**config.mk**
```make
export PLATFORM = sky130hd
export DESIGN_NAME = fetch_stage
export DESIGN_NICKNAME = d
export VERILOG_FILES = /design/src/rtl/mips_pkg.sv /design/src/rtl/if_id_register.sv /design/src/rtl/fetch_stage.sv
export SDC_FILE = /design/constraint.sdc
export NUM_CORES = 1
export LEC_CHECK = 0
export ABC_AREA = 1
export CORE_MARGIN = 3
export CORE_UTILIZATION = 50
export DETAILED_ROUTE_END_ITERATION = 8
export GPL_TIMING_DRIVEN = 0
export PLACE_DENSITY = 0.76
export SYNTH_ARGS = -nofsm -noshare
export SYNTH_HDL_FRONTEND = slang
export SYNTH_HIERARCHICAL = 1
export SYNTH_SLANG_ARGS = --single-unit
export TNS_END_PERCENT = 5
```
**constraint.sdc**
```tcl
create_clock -name clk -period 2.2 [get_ports clk]
set_input_delay 0.44 -clock clk [delete_from_list [all_inputs] [get_ports clk]]
set_output_delay 0.44 -clock clk [all_outputs]
set_load 0.01 [all_outputs]
```
**src/rtl/mips_pkg.sv**
```systemverilog
// Shared types and constants for the MIPS front end.
package mips_pkg;

    typedef enum logic [1:0] {
        REQ  = 2'd0,
        WAIT = 2'd1,
        HOLD = 2'd2,
        DROP = 2'd3
    } fetch_state_t;

    localparam logic [31:0] NOP_INSTR      = 32'h0000_0000;
    localparam logic [31:0] DEF_RESET_PC   = 32'h0000_0000;
    localparam logic [31:0] DEF_EXC_VECTOR = 32'h8000_0180;

endpackage

```
**src/rtl/if_id_register.sv**
```systemverilog
// IF/ID pipeline register: flush beats hold, hold beats load, otherwise a bubble.
module if_id_register
    import mips_pkg::*;
(
    input  logic        clk,
    input  logic        rst_n,
    input  logic        flush,
    input  logic        write_en,
    input  logic        load,
    input  logic [31:0] load_pc4,
    input  logic [31:0] load_instr,
    output logic [31:0] if_id_pc4,
    output logic [31:0] if_id_instr,
    output logic        if_id_valid
);

    logic [31:0] pc4_q, pc4_d;
    logic [31:0] instr_q, instr_d;
    logic        valid_q, valid_d;

    always_comb begin
        pc4_d   = pc4_q;
        instr_d = instr_q;
        valid_d = valid_q;
        if (flush) begin
            pc4_d   = '0;
            instr_d = NOP_INSTR;
            valid_d = 1'b0;
        end else if (!write_en) begin
            pc4_d   = pc4_q;
        end else if (load) begin
            pc4_d   = load_pc4;
            instr_d = load_instr;
            valid_d = 1'b1;
        end else begin
            instr_d = NOP_INSTR;
            valid_d = 1'b0;
        end
    end

    always_ff @(posedge clk or negedge rst_n) begin
        if (!rst_n) begin
            pc4_q   <= '0;
            instr_q <= NOP_INSTR;
            valid_q <= 1'b0;
        end else begin
            pc4_q   <= pc4_d;
            instr_q <= instr_d;
            valid_q <= valid_d;
        end
    end

    assign if_id_pc4   = pc4_q;
    assign if_id_instr = instr_q;
    assign if_id_valid = valid_q;

endmodule

```
**src/rtl/fetch_stage.sv**
```systemverilog
// Instruction fetch: PC, single-outstanding imem handshake, hold buffer, IF/ID register.
module fetch_stage
    import mips_pkg::*;
#(
    parameter logic [31:0] RESET_PC   = DEF_RESET_PC,
    parameter logic [31:0] EXC_VECTOR = DEF_EXC_VECTOR
) (
    input  logic        clk,
    input  logic        rst_n,
    input  logic        PCWrite,
    input  logic        IF_ID_Write,
    input  logic        Branch_Taken,
    input  logic [31:0] Branch_Target,
    input  logic        Exception,
    output logic        imem_req,
    output logic [31:0] imem_addr,
    input  logic        imem_gnt,
    input  logic        imem_rvalid,
    input  logic [31:0] imem_rdata,
    output logic [31:0] IF_ID_PC4,
    output logic [31:0] IF_ID_Instr,
    output logic        IF_ID_Valid
);

    fetch_state_t state_q, state_d;
    logic [31:0]  pc_q, pc_d;
    logic [31:0]  req_pc_q, req_pc_d;
    logic [31:0]  hold_instr_q, hold_instr_d;
    logic [31:0]  hold_pc4_q, hold_pc4_d;

    logic         redirect;
    logic         grant;
    logic         deliver;
    logic         from_hold;
    logic [31:0]  load_pc4;
    logic [31:0]  load_instr;

    always_comb begin
        redirect     = Exception | Branch_Taken;
        state_d      = state_q;
        imem_req     = 1'b0;
        deliver      = 1'b0;
        from_hold    = 1'b0;
        hold_instr_d = hold_instr_q;
        hold_pc4_d   = hold_pc4_q;

        unique case (state_q)
            REQ: imem_req = PCWrite & ~redirect;
            WAIT: begin
                if (imem_rvalid) begin
                    state_d = REQ;
                    if (!redirect) begin
                        if (IF_ID_Write) begin
                            deliver  = 1'b1;
                            imem_req = PCWrite;
                        end else begin
                            hold_instr_d = imem_rdata;
                            hold_pc4_d   = req_pc_q + 32'd4;
                            state_d      = HOLD;
                        end
                    end
                end else if (redirect) begin
                    state_d = DROP;
                end
            end
            HOLD: begin
                if (redirect) begin
                    state_d = REQ;
                end else if (IF_ID_Write) begin
                    deliver   = 1'b1;
                    from_hold = 1'b1;
                    state_d   = REQ;
                end
            end
            DROP: if (imem_rvalid) state_d = REQ;
            default: state_d = REQ;
        endcase

        // A grant is only possible from REQ or a back-to-back delivery in WAIT.
        grant = imem_req & imem_gnt;
        if (grant) state_d = WAIT;

        req_pc_d = grant ? pc_q : req_pc_q;
        if (Exception)         pc_d = EXC_VECTOR;
        else if (Branch_Taken) pc_d = Branch_Target;
        else if (grant)        pc_d = pc_q + 32'd4;
        else                   pc_d = pc_q;

        load_instr = from_hold ? hold_instr_q : imem_rdata;
        load_pc4   = from_hold ? hold_pc4_q : req_pc_q + 32'd4;
    end

    always_ff @(posedge clk or negedge rst_n) begin
        if (!rst_n) begin
            state_q      <= REQ;
            pc_q         <= RESET_PC;
            req_pc_q     <= '0;
            hold_instr_q <= NOP_INSTR;
            hold_pc4_q   <= '0;
        end else begin
            state_q      <= state_d;
            pc_q         <= pc_d;
            req_pc_q     <= req_pc_d;
            hold_instr_q <= hold_instr_d;
            hold_pc4_q   <= hold_pc4_d;
        end
    end

    assign imem_addr = pc_q;

    if_id_register u_if_id (
        .clk         (clk),
        .rst_n       (rst_n),
        .flush       (redirect),
        .write_en    (IF_ID_Write),
        .load        (deliver),
        .load_pc4    (load_pc4),
        .load_instr  (load_instr),
        .if_id_pc4   (IF_ID_PC4),
        .if_id_instr (IF_ID_Instr),
        .if_id_valid (IF_ID_Valid)
    );

endmodule

```
==> impl_metrics.ini <==
[grt]
first_global_vias = 9371
antenna_found_initial = 0
grt_pass1_wl_um = 47400
grt_max_degree = 119
grt_use_total_pct = 26.3
grt_overflow = 0

[synthesis]
synth_compound_area_share_pct = 10.1
syn_inst = 1372
synth_xor_area_share_pct = 1.59
ys_seq_area_share_pct = 47.0
ys_seq_elements = 195
synthesis.nets = 1451
synthTopCellsByArea = dfrtp_1 (47%), nand2_1 (17%), o21ai_0 (6.0%)
synth_top_area_cell = dfrtp_1
ys_types = 39
syn_area_per_cell_um2 = 7.57
yosysMostFrequentCell = nand2_1
ys.flop_type = dfrtp_1
synth_fa_ha_area_share_pct = 0.843
synthMuxAreaShare_pct = 0.433
async_flop_share_pct = 100
ys_warn_count = 6
synth_top_area_share_pct = 47.0
synthSimpleGateAreaFrac_pct = 32.1
synth_top_family_by_area = simple AND/OR/NAND/NOR gates
yosys-top-cells-count = nand2_1 (476), dfrtp_1 (195), o21ai_0 (124), inv_1 (108)
synth_edf_count = 0
netlist_area_mm2 = 0.0104

[critical_path]
endpoint_kind = output port
crit_start = state_q[1]$_DFFE_PN0P_
arrival_ns = 1.71
ff2ff_path_depth = 9
crit_fanout = 3
reg2reg_slack_ns = 0.06
crit_required_ns = 1.76
critPathKind = register to output port
cp-start-kind = register
r2r_end = u_if_id/if_id_pc4[9]$_DFFE_PN0P_
r2r-start = state_q[0]$_DFFE_PN0P_

[pwr]
p_leak_nw = 6.27
p_per_area_mw_per_mm2 = 801
ir_worst_vdd_mv = 0.525

[floorplan]
start_util_pct = 51.2
die_x_um = 150
coreArea_mm2 = 0.0203
fp-row-count = 52
dieArea_mm2 = 0.0226
ios = 170
die_y_um = 150

[routing]
detailroute.wirelength.met3_um = 1880
final_antenna_net_count = 0
met1_length_um = 13000
wl_met2_um = 13700
drtIter0Drc = 660
vias = 9876
routed.top_layer = met4
routed_wl_um = 29300
viasPerCell = 5.35
detail_route.wl_per_cell_um = 15.9
drc = 0
drtPass1Iterations = 5

[finish]
syn_to_final_growth_pct = 26.5
final_cell_count_no_fill = 1847
num_antenna_cells = 0
drive_gt1_share_pct = 8.94
fin_nets = 1643

[job]
maxCapViolations = 0

[placed_design]
place_inst = 1812
post-dp-hpwl_um = 22200
io_buffers = 169
globalplace.congestion = 0.883
place_ws_ns = -1.02

[clock_tree]
cts-root-buf = clkbuf_16
tritoncts = done
clock_sinks = 195
clk_pin_slew_worst_paths_ns = 0.07
cts_buffers = 17
clock_latency_ns = 0.44
htree_num_levels = 4
clock_path_buffers = 2

[timing]
rsz0062_at_grt = yes
period_share_pct = 97.6
setup_ws_ns = 0.0534
hold_ws_ns = 0.481
tightest_slew_ns = 0.606
hold_viol_final = 0
fin_skew_ns = 0.0112
fin_crit_ns = 2.15
setup_viol = 0
slew-limit-headroom_pct = 59.6
drv_slew = 0
fmax_mhz = 466

[worst_hold_path]
min_from = u_if_id/if_id_instr[2]$_DFFE_PN0P_
worstHoldEndpoint = u_if_id/if_id_instr[2]$_DFFE_PN0P_
hold_path.class = register to register
min_path_cells = 2

[outcome]
status = completed
-- cells by family after synthesis --
| group | after synthesis |
|---|---|
| compound gates | 204 |
| xor+xnor | 18 |
| fa+ha+maj | 7 |
| buf+inv | 193 |
| flops | 195 |
| mux | 4 |
| simple gates | 751 |
-- power breakdown --
group,leakage (nW),switching (mW),internal (mW)
clock,0.293,1.49,1.67
sequential,2.60,0.642,4.32
combinational,3.38,1.41,0.999
-- registers in the layout, summed over array words and instances (netlist names) --
signal and count:
req_pc_q 32, u_if_id/if_id_instr 32, imem_addr 32, hold_pc4_q 32, hold_instr_q 32, state_q 2, u_if_id/if_id_pc4 32, u_if_id/if_id_valid 1
-- worst max path at each step --
stage	end	cells after the start	slack, ns
3_3_place_gp	imem_addr[28]$_DFFE_PN0P_	1	-7.40
2_1_floorplan	u_if_id/if_id_instr[10]$_DFFE_PN0P_	9	0.28
6_report	imem_req	7	0.05
5_1_grt	u_if_id/if_id_pc4[9]$_DFFE_PN0P_	9	-0.06
4_1_cts	imem_req	7	0.005
3_5_place_dp	u_if_id/if_id_instr[0]$_DFFE_PN0P_	10	-1.02
-- worst max-delay path, cell delays in order (launching register included) --
cell	delay, ns
dfrtp_1	0.39
inv_1	0.09
ha_2	0.21
nand2_4	0.08
o21bai_4	0.15
nand2_2	0.08
nor2_4	0.12
buf_2	0.15
-- placed cells by master, fill, tap and decap left out, types with 3 or more instances in the layout --
cell type and count:
xnor2_1 5, nor2_2 12, nand3_4 3, mux2_1 4
buf_6 6, clkdlybuf4s50_1 166, inv_1 108, xor2_1 12
buf_2 42, o21ai_1 37, nand3b_1 10, clkbuf_4 3
o21ai_0 124, ha_1 6, clkbuf_1 20, nor2_1 75
o211ai_1 4, a21oi_1 29, a22oi_1 4, clkbuf_16 17
inv_8 3, nand3_1 76, nor3_1 4, dfrtp_1 195
nand2_1 474, a31oi_1 3, nand2_2 7, clkinv_4 3
buf_4 6, nor3_2 4, nor2_4 6, nand4_1 73
inv_6 3, inv_2 8
-- repair_timing --
action / 4_1_cts / 5_1_grt
setup buffers: 2 / 1
hold endpoints to repair: 6 / 0
resized for setup: 13 / 10
pin swaps: 2 / 1
hold buffers: 1 / 0
endpoints found under the setup margin: 66 / 63
-- cell type report --
class,instances,area (um2)
fill,1792,7160
sequential,195,4880
multi-input combinational,984,4730
timing repair buffer,174,1750
clock buffer,19,453
inverter,117,439
buffer,75,402
tap,270,338
clock inverter,13,145
-- through the flow --
stage / power [mW] / TNS [ns] / instance area [um2] / util (%)
final: 10.5 / 0 / 13100 / 64.7
after global routing: 11.2 / -0.938 / 13100 / 64.7
after CTS: 10.5 / 0 / 13100 / 64.5
after detailed placement: 7.31 / -79.64 / 12500 / 61.4
after global placement: 7.21 / -1519.38 / 12400 / 61.2
after floorplan: 6.38 / 0 / 10400 / -
-- layer usage --
metal,track usage [%],vias up
met5,0,-
met4,8.78,0
met1,36.6,4632
met3,3.43,47
li1,-,4832
met2,42.8,365
(Power assumes the default switching activity.)
